==> config.mk <==
export PLATFORM = sky130hd
export DESIGN_NAME = mem_port_arbiter
export DESIGN_NICKNAME = d
export VERILOG_FILES = /design/src/rtl/mem_port_arbiter.sv
export SDC_FILE = /design/constraint.sdc
export NUM_CORES = 1
export LEC_CHECK = 0
export CORE_AREA = 10 10 104 106
export CTS_CLUSTER_SIZE = 28
export DETAILED_ROUTE_END_ITERATION = 6
export DIE_AREA = 0 0 114 116
export GPL_ROUTABILITY_DRIVEN = 1
export GPL_TIMING_DRIVEN = 0
export HOLD_SLACK_MARGIN = 0.06
export PLACE_DENSITY_LB_ADDON = 0.12
export SETUP_SLACK_MARGIN = 0.05
export SLEW_MARGIN = 20
export SYNTH_ARGS = -nofsm -noshare
export SYNTH_HDL_FRONTEND = slang
export SYNTH_SLANG_ARGS = --single-unit
==> constraint.sdc <==
create_clock -name clk -period 2 [get_ports clk]
set_input_delay 0.3 -clock clk [delete_from_list [all_inputs] [get_ports clk]]
set_output_delay 0.3 -clock clk [all_outputs]
set_load 0.01 [all_outputs]
==> src/rtl/mem_port_arbiter.sv <==
// mem_port_arbiter
// Lets two masters share one port of a dual-port RAM. At most one master is
// granted per cycle. A lone requester always wins. When both masters request,
// a 1-bit round-robin pointer decides the winner. Every grant gets exactly one
// response, delivered one cycle later. A grant to an out-of-range address
// produces an error response and does not touch the RAM.
//
// Ports
//   clk, rst                     clock, synchronous active-high reset
//   mK_req_i                     master K requests an access
//   mK_addr_i                    byte address; bits [1:0] are ignored
//   mK_we_i / mK_be_i            write enable / byte enables
//   mK_wdata_i                   write data
//   mK_gnt_o                     request accepted; combinational from req
//   mK_rvalid_o                  response strobe, one cycle after the grant
//   mK_rdata_o / mK_err_o        response data / error; zero when not valid
//   ram_en_o, ram_we_o,          shared RAM port; held at zero unless an
//   ram_be_o, ram_addr_o,        in-range grant occurs this cycle
//   ram_wdata_o
//   ram_rdata_i                  RAM read data, one cycle after ram_en_o
module mem_port_arbiter #(
  parameter int ADDR_WIDTH = 8
) (
  input  logic                  clk,
  input  logic                  rst,
  input  logic                  m0_req_i,
  input  logic [31:0]           m0_addr_i,
  input  logic                  m0_we_i,
  input  logic [3:0]            m0_be_i,
  input  logic [31:0]           m0_wdata_i,
  output logic                  m0_gnt_o,
  output logic                  m0_rvalid_o,
  output logic [31:0]           m0_rdata_o,
  output logic                  m0_err_o,
  input  logic                  m1_req_i,
  input  logic [31:0]           m1_addr_i,
  input  logic                  m1_we_i,
  input  logic [3:0]            m1_be_i,
  input  logic [31:0]           m1_wdata_i,
  output logic                  m1_gnt_o,
  output logic                  m1_rvalid_o,
  output logic [31:0]           m1_rdata_o,
  output logic                  m1_err_o,
  output logic                  ram_en_o,
  output logic [ADDR_WIDTH-1:0] ram_addr_o,
  output logic [31:0]           ram_wdata_o,
  output logic                  ram_we_o,
  output logic [3:0]            ram_be_o,
  input  logic [31:0]           ram_rdata_i
);

  // Bits at or above this position must be zero for an address to map
  // onto the RAM.
  localparam int HI_LSB = ADDR_WIDTH + 2;

  // Round-robin pointer: 0 means m0 wins a tie, 1 means m1 wins a tie.
  logic ptr_reg;

  // Response pipeline: one entry, captured at each grant.
  logic rsp_valid_reg;
  logic rsp_id_reg;
  logic rsp_read_reg;
  logic rsp_err_reg;

  logic        gnt0;
  logic        gnt1;
  logic        any_gnt;
  logic [31:0] sel_addr;
  logic        sel_we;
  logic [3:0]  sel_be;
  logic [31:0] sel_wdata;
  logic        in_range;
  logic        ram_access;

  // The pointer only matters when both masters request at once.
  // Reset blocks every grant.
  assign gnt0    = !rst && m0_req_i && (!m1_req_i || !ptr_reg);
  assign gnt1    = !rst && m1_req_i && (!m0_req_i ||  ptr_reg);
  assign any_gnt = gnt0 || gnt1;

  assign m0_gnt_o = gnt0;
  assign m1_gnt_o = gnt1;

  always_comb begin
    sel_addr  = m0_addr_i;
    sel_we    = m0_we_i;
    sel_be    = m0_be_i;
    sel_wdata = m0_wdata_i;
    if (gnt1) begin
      sel_addr  = m1_addr_i;
      sel_we    = m1_we_i;
      sel_be    = m1_be_i;
      sel_wdata = m1_wdata_i;
    end
  end

  assign in_range   = (sel_addr >> HI_LSB) == 32'd0;
  assign ram_access = any_gnt && in_range;

  // The RAM port is zero unless an in-range access is actually issued.
  // This keeps the RAM controls quiet during out-of-range grants as well.
  always_comb begin
    ram_en_o    = 1'b0;
    ram_we_o    = 1'b0;
    ram_be_o    = 4'd0;
    ram_addr_o  = '0;
    ram_wdata_o = 32'd0;
    if (ram_access) begin
      ram_en_o    = 1'b1;
      ram_we_o    = sel_we;
      ram_be_o    = sel_be;
      ram_addr_o  = sel_addr[ADDR_WIDTH+1:2];
      ram_wdata_o = sel_wdata;
    end
  end

  always_ff @(posedge clk) begin
    if (rst) begin
      ptr_reg       <= 1'b0;
      rsp_valid_reg <= 1'b0;
      rsp_id_reg    <= 1'b0;
      rsp_read_reg  <= 1'b0;
      rsp_err_reg   <= 1'b0;
    end else begin
      rsp_valid_reg <= any_gnt;
      if (any_gnt) begin
        rsp_id_reg   <= gnt1;
        rsp_read_reg <= !sel_we;
        rsp_err_reg  <= !in_range;
        // After a grant, the pointer moves to the master that lost.
        ptr_reg      <= gnt0;
      end
    end
  end

  // A response pending while reset is asserted is dropped. The reset edge
  // also clears it, so no rvalid appears after reset is released.
  logic        rsp_fire;
  logic [31:0] rsp_data;

  assign rsp_fire = rsp_valid_reg && !rst;
  assign rsp_data = (rsp_read_reg && !rsp_err_reg) ? ram_rdata_i : 32'd0;

  logic [1:0]  rvalid_vec;
  logic [1:0]  err_vec;
  logic [31:0] rdata_vec [2];

  genvar gi;
  generate
    for (gi = 0; gi < 2; gi++) begin : g_rsp
      assign rvalid_vec[gi] = rsp_fire && (rsp_id_reg == 1'(gi));
      assign err_vec[gi]    = rvalid_vec[gi] && rsp_err_reg;
      assign rdata_vec[gi]  = rvalid_vec[gi] ? rsp_data : 32'd0;
    end
  endgenerate

  assign m0_rvalid_o = rvalid_vec[0];
  assign m1_rvalid_o = rvalid_vec[1];
  assign m0_err_o    = err_vec[0];
  assign m1_err_o    = err_vec[1];
  assign m0_rdata_o  = rdata_vec[0];
  assign m1_rdata_o  = rdata_vec[1];

endmodule
Word level (Yosys, flattened, before mapping):

Cells that the tools add are included.

* register bits: 5
* bits of input ports: 174
* logic and storage cells: 40

* muxes and demuxes: 12
* bitwise operators: 1
* reductions and logical operators: 22

Operators with widths (count)
* 2-to-1 mux 32 bit: 6
* zero test 32 bit: 1
* logical AND 1 bit: 11
* 2-to-1 mux 4 bit: 2
* 2-to-1 mux 8 bit: 1
* zero test 1 bit: 7
* logical OR 1 bit: 3
* 2-to-1 mux 1 bit: 3
* NOT 1 bit: 1

Logic depth before layout (Yosys ltp):

Gate-level depths: netlist of the first run.

* word-level depth: 7
* gate-level depth with buffers: 7
* gate-level depth less buffers: 4

Worst setup path after synthesis of the first run:

OpenSTA, ideal clock, no wires.

* path kind: register -> output
* start point: register ptr_reg
* end point: output port ram_wdata_o[10]
* arrival: 1.600 ns
* slack: 0.100 ns
* cell stages (with the launch flop): 8
* cell sequence: dfxtp_1 nand2b_1 and3_1 buf_2 or3_4 buf_6 buf_6 a21oi_1

* longest elaborated chain between the ends: 6
* elaborated cells on any way between the ends: 11
* those cells by class: mux: 3; reduce/logical: 8

RTL lines
* start, declared: line 57 `logic ptr_reg;`
* start signal, assigned: line 131 `ptr_reg <= gnt0;`
* logical OR 1 bit / zero test 1 bit (equally long branches): line 78, 77
* logical AND 1 bit / logical OR 1 bit (equally long branches): line 78, 77
* 2-to-1 mux 32 bit / logical AND 1 bit (equally long branches): line 89, 77
* zero test 32 bit / logical OR 1 bit (equally long branches): line 97, 79
* logical AND 1 bit: line 98 `assign ram_access = any_gnt && in_range;`
* 2-to-1 mux 32 bit (*): line 108 `if (ram_access) begin`
* end, declared: line 46 `output logic [31:0] ram_wdata_o,`

Every way passes the cells marked *; elsewhere a longest branch is shown, timed or not.

Worst setup path after layout of the first run:

* start point: register ptr_reg
* end point: output port ram_wdata_o[25]

The elaborated chain is that of the path after synthesis.

==> impl_metrics.ini, run 1 <==
[cts]
clock_latency_ns = 0.22
cts.reportedPaths.clkPinSlew_ns = 0.04
cts_buffers = 3
buffer_levels_on_the_longest_clock_path = 2
root_buffer = clkbuf_8
postCtsHoldBufs = 0
cts_num_sinks = 5
cts_tree = built
htree_num_levels = 1

[timing]
final.min_clock_period_ns = 2.21
timing.slew.headroom_pct = 80.0
final.hold.worst_slack_ns = 0.352
finalWorstSetupSlack_ns = -0.207
layout_worst_path_cycle_share_pct = 110
clock_skew_ns = 0.00120
tightest_slew_ns = 0.296
finalHoldViolCount = 0
final-setup-viol-count = 47
achievable-frequency_mhz = 453
timing.final.max_slew_violations = 0
grt_setup_unrepaired = yes

[global_route]
grt_antenna_before_repair = 0
overflow_left_after_global_routing = 0
grt_start_max_net_pins = 11
gr-usage-all-layers_pct = 18.3
number_of_global_route_vias_before_repair = 3369
grt_pass1_wl_mm = 19.5

[synthesis]
sequential_cell_area_fraction_in_the_yosys_report_pct = 6.59
yosys.cell_types.count = 26
synthFlopType = dfxtp_1
synth_seq_cells = 5
postSynthCellCount = 233
syn_area_um2 = 1520
yosys_warnings = 0
synth-edff-count = 0
asyncSetResetFlopFracSynth_pct = 0
synthesis.nets = 407
post_synth.cell_area_avg_um2 = 6.52

[floorplan]
design.die.area_um2 = 13200
chipWidth_um = 114
io_pins = 290
row_count = 34
floorplan.initialDensity_pct = 17.5
die_height_um = 116
core_area_um2 = 8680

[finish]
fillCellCount = 850
area_delta_synth_final_pct = 234
fraction_of_layout_cells_with_a_size_suffix_above_1_pct = 35.8
design.final.nets = 719
insertedDiodeCount = 0
final_cell_count_no_fill = 652
post_route_utilization_pct = 58.4

[outcome]
outcome = finished with violations
violations_in_the_final_reports = negative setup slack

[place]
io_buffer_count = 285
gpl.final_weighted_congestion = 0.830
dpl.hpwl_mm = 11.2
place.detailed.instances = 626

[route]
drt-total-wl_mm = 13.8
detailedRoute.firstIterationViolations = 223
drt.antenna.violating_nets = 0
drt_first_pass_iters = 4
dr_total_vias = 3164
drcViolationCount = 0
routed_via_density = 4.85
wire_per_inst_um = 21.1

[setup_path]
critPathArrivalTime_ns = 1.91
cp_data_required_time_ns = 1.70
crit_path_end_kind = output pin
r2r_cells = 5
critical_path_class = register to output pin
cp_max_fo = 8
cp-start-kind = register

[worst_hold_path]
hold_path_class = input port to register
hold_path_depth = 2

[power_and_ir_drop]
sw_frac_of_total_pct = 28.9
p_sw_uw = 254
power_frac_seq_pct = 13.2
internal-power_uw = 627
ir_drop_mv = 0.150
power_leakage_uw = 0.00263
power_density_relative_to_cell_area_nw_per_um2 = 174
power.share.clock_pct = 21.2
pwr-share-comb_pct = 65.6
power_uw = 881

[flow_run]
maxCapViolCount = 0
## area by class of cell
cell class | instances | area (µm²) | area share [%]
repair buffers | 309 | 2860 | 56.4
multi-input cells | 192 | 1530 | 30.2
plain buffers | 33 | 392 | 7.73
well taps | 108 | 135 | 2.67
flip-flops and latches | 5 | 103 | 2.02
clock buffers | 4 | 45.0 | 0.889
inverters | 1 | 3.75 | 0.0741
## power groups by stage
stage | logic [µW] | clock network (µW) | registers (µW)
6_report | 578 | 186 | 116
4_1_cts | 554 | 190 | 116
2_1_floorplan | 131 | 0 | 114
3_3_place_gp | 518 | 0 | 115
3_5_place_dp | 529 | 0 | 116
5_1_grt | 618 | 195 | 117
## Yosys cell counts, drive strengths merged, types with 2 or more instances
cell type | number | share of area (%)
nand2b | 3 | 1.2
clkbuf | 26 | 6.4
buf | 9 | 4.6
and3 | 67 | 28
nand2 | 2 | 0.49
nor4 | 10 | 4.1
a21oi | 48 | 19
nor2 | 2 | 0.49
a22oi | 45 | 22
nand4 | 2 | 0.82
and2 | 2 | 0.82
dfxtp | 5 | 6.6
## worst paths after layout
check	slack, ns	end	startpoint
worst max-delay path	-0.21	ram_wdata_o[25]	ptr_reg
worst min-delay path	0.35	rsp_id_reg	rst
worst max register to register	0.45	rsp_err_reg	ptr_reg
worst min register to register	0.57	rsp_id_reg	rsp_id_reg
## logic make-up after synthesis
group | after synthesis | synth area share (%)
AOI/OAI and AO/OA | 98 | 43.3
buffers and inverters | 36 | 11.3
DFF | 5 | 6.59
and+or+nand+nor | 94 | 38.8
## critical path, cell delays in order (launching register included)
cell and delay, ns:
dfxtp_2 0.32, nand2b_4 0.13, and3_4 0.17, or3_4 0.46
buf_12 0.19, buf_8 0.14, a21oi_2 0.12, buf_2 0.15
## cell usage in the layout (no fill, tap or decap), types with 4 or more instances in the layout
master	instances
nor4_2	9
buf_16	5
a22oi_1	40
clkdlybuf4s15_1	16
clkdlybuf4s50_1	128
dlymetal6s2s_1	11
clkbuf_2	17
a22oi_2	5
buf_4	17
clkbuf_4	9
clkbuf_8	13
buf_8	4
and3_1	64
buf_2	38
a21oi_2	42
dlygate4sd2_1	67
buf_6	14
## timing repair
| item | in CTS | in global routing |
|---|---|---|
| gates resized for setup | 429 | 97 |
| pin swaps | 18 | 28 |
| endpoints found under the setup margin | 116 | 60 |
| buffers inserted | 10 | 5 |
| hold endpoints to repair | 0 | 0 |
| cloned | 10 | 0 |
## metal layers
| metal | track usage, % | wire length (µm) | share of wire [%] |
|---|---|---|---|
| met1 | 18.7 | 4860 | 35 |
| met2 | 35.5 | 7480 | 54 |
| met3 | 5.84 | 1300 | 9.5 |
| met4 | 3.43 | 122 | 0.89 |
| met5 | 0 | 0 | 0 |
## metrics by stage
stage | instance area [µm²] | setup WS (ns) | setup TNS [ns]
global route | 5070 | -0.263 | -9.14
floorplan | 1520 | 0.0998 | 0
CTS | 4900 | -0.273 | -10.29
finish | 5070 | -0.207 | -6.82
detailed placement | 4510 | -1.10 | -101.02
global placement | 4510 | -1.12 | -97.39
(Power assumes the default switching activity.)
==> run 2: changes to the inputs <==
Settings changed: CORE_AREA 10 10 104 106 to 2 2 114 116, CTS_CLUSTER_SIZE 28 to 24, DIE_AREA 0 0 114 116 to 0 0 116 118.
==> run 2 against run 1 <==
Against the previous run: the flow still finishes with violations (negative setup slack); via count is 0.28% higher; sequential power is essentially flat; design area up 0.35%; maximum frequency up 3.7%; final cell count is 9.8% higher; combinational power about the same; count of clock-buffer cells in the layout unchanged; worst hold slack worse by 0.0054 ns; largest cell class unchanged; flip-flop and latch count is the same.
==> impl_metrics.ini, run 2 (synthesis gave the netlist of run 1 again) <==
[finish]
area_delta_synth_final_pct = 235
fillCellCount = 1306
most-common-layout-cells = clkdlybuf4s50_1, and3_1, dlygate4sd2_1
design.final.nets = 719
layout.cells.most_common = clkdlybuf4s50_1
post_route_utilization_pct = 41.0
insertedDiodeCount = 0
fraction_of_layout_cells_with_a_size_suffix_above_1_pct = 37.9

[setup_path]
worst_setup_path_startpoint = ptr_reg
cp.buffers_inverters = 4
critPathArrivalTime_ns = 1.83
critPathMaxStageDelay_ns = 0.34
crit_path_frequent_cell = buf_6
cp_max_fo = 6
regToRegStartpoint = ptr_reg
critical_path_class = register to output pin
crit_path_end_kind = output pin
crit_chain = nand2b_4, and3_4, or3_4, buf_8, buf_6, buf_6, a21oi_2, buf_2
cp_data_required_time_ns = 1.70
cpLargestDelayFamily = simple AND/OR/NAND/NOR gates
cp-start-kind = register
slowest_stage = or3_4

[place]
dpl.hpwl_mm = 8.92
gpl.final_weighted_congestion = 0.782
io_buffer_count = 285
worst_setup_slack_after_placement_ns = -1.25

[global_route]
grt_pass1_wl_mm = 16.0
met2_capacity_usage_during_global_routing_pct = 29.6
grt_start_max_net_pins = 11
gr-usage-all-layers_pct = 14.4
gr_util_met1_pct = 13.6
grt.met3_usage_pct = 3.96
number_of_global_route_vias_before_repair = 3281
grt_antenna_before_repair = 0
global_route.peak_usage_layer = met2
overflow_left_after_global_routing = 0

[timing]
final-setup-viol-count = 46
timing.final.max_slew_violations = 0
tightest_slew_ns = 0.292
finalWorstSetupSlack_ns = -0.128
clock_skew_ns = 0.00113
layout_worst_path_cycle_share_pct = 106
timing.slew.headroom_pct = 80.5
finalHoldViolCount = 0
achievable-frequency_mhz = 470
final.min_clock_period_ns = 2.13
grt_setup_unrepaired = yes

[route]
drcViolationCount = 0
detailedRoute.firstIterationViolations = 90
dr_total_vias = 3173
drt_first_pass_iters = 4
drt.antenna.violating_nets = 0
wire_per_inst_um = 15.4
routed_via_density = 4.43
drt-total-wl_mm = 11.0

[power_and_ir_drop]
power_density_relative_to_cell_area_nw_per_um2 = 202
power_leakage_uw = 0.00254
ir_drop_mv = 0.170

[cts]
cts_tree = built
clock_latency_ns = 0.23
root_buffer = clkbuf_16
postCtsHoldBufs = 0
cts.reportedPaths.clkPinSlew_ns = 0.03
cts_num_sinks = 5
buffer_levels_on_the_longest_clock_path = 2
cts_buffers = 3
htree_num_levels = 1

[floorplan]
io_pins = 290
floorplan.initialDensity_pct = 12.2
die_height_um = 118
design.die.area_um2 = 13700
chipWidth_um = 116
row_count = 41
core_area_um2 = 12400

[outcome]
outcome = finished with violations
violations_in_the_final_reports = negative setup slack

[flow_run]
maxCapViolCount = 0

[worst_hold_path]
hold_path_class = input port to register
hold_path_startpoint = rst
[run 2: cell count changes in the layout (fill, tap and decap cells not counted), moves of 5 or more]
cell           previous run  this run
a21oi_2                  42        33
clkbuf_2                 17        31
a21oi_4                   3         8
dlygate4sd2_1            67        51
buf_6                    14        23
[run 2: where the power goes]
part,leakage [µW],internal (µW),switching (µW)
sequential,0.0000421,110,7.66
clock,0.0000382,264,67.6
combinational,0.00246,378,202
total,0.00254,752,277
[run 2: layout make-up]
| class | instances | area (µm²) | area share [%] |
|---|---|---|---|
| Timing Repair Buffer | 311 | 2750 | 54.1 |
| Inverter | 1 | 3.75 | 0.0738 |
| Clock buffer | 4 | 78.8 | 1.55 |
| Sequential cell | 5 | 103 | 2.02 |
| Tap cell | 172 | 215 | 4.23 |
| Multi-Input combinational cell | 192 | 1550 | 30.6 |
| Buffer | 31 | 380 | 7.48 |
[run 2: per-stage QoR]
step | std cells | TNS, ns | power, µW | hold slack (ns) | instance area, µm²
floorplan | 233 | 0 | 245 | 0.369 | 1520
global placement | 690 | -105.45 | 645 | 0.469 | 4590
detailed placement | 690 | -107.20 | 653 | 0.480 | 4590
CTS | 714 | -9.75 | 1010 | 0.445 | 4940
global route | 716 | -5.93 | 1080 | 0.364 | 5080
finish | 716 | -2.32 | 1030 | 0.346 | 5080
[run 2: worst paths after layout]
kind,endpoint,slack [ns],cells past startpoint
setup reg to reg,rsp_err_reg,0.33,7
setup / recovery,ram_be_o[0],-0.13,8
hold / removal,ptr_reg,0.35,2
hold reg to reg,ptr_reg,0.48,2
[run 2: timing repair]
action                                  CTS  global route
pin swaps                                26            26
resized for setup                       414           146
endpoints found under the setup margin  117            84
setup buffers                            15             5
hold endpoints to repair                  0             0
cloned                                    6             0
[run 2: per-layer routing]
metal	up-vias	share of wire [%]
li1	1531	-
met1	1442	35
met2	190	53
met3	10	11
met4	0	1.3
met5	-	0
==> run 3: changes to the inputs <==
Settings changed: CTS_CLUSTER_SIZE 24 to 10.
==> results of run 3 <==
Final layout, timing and power as in run 2 (identical DEF).
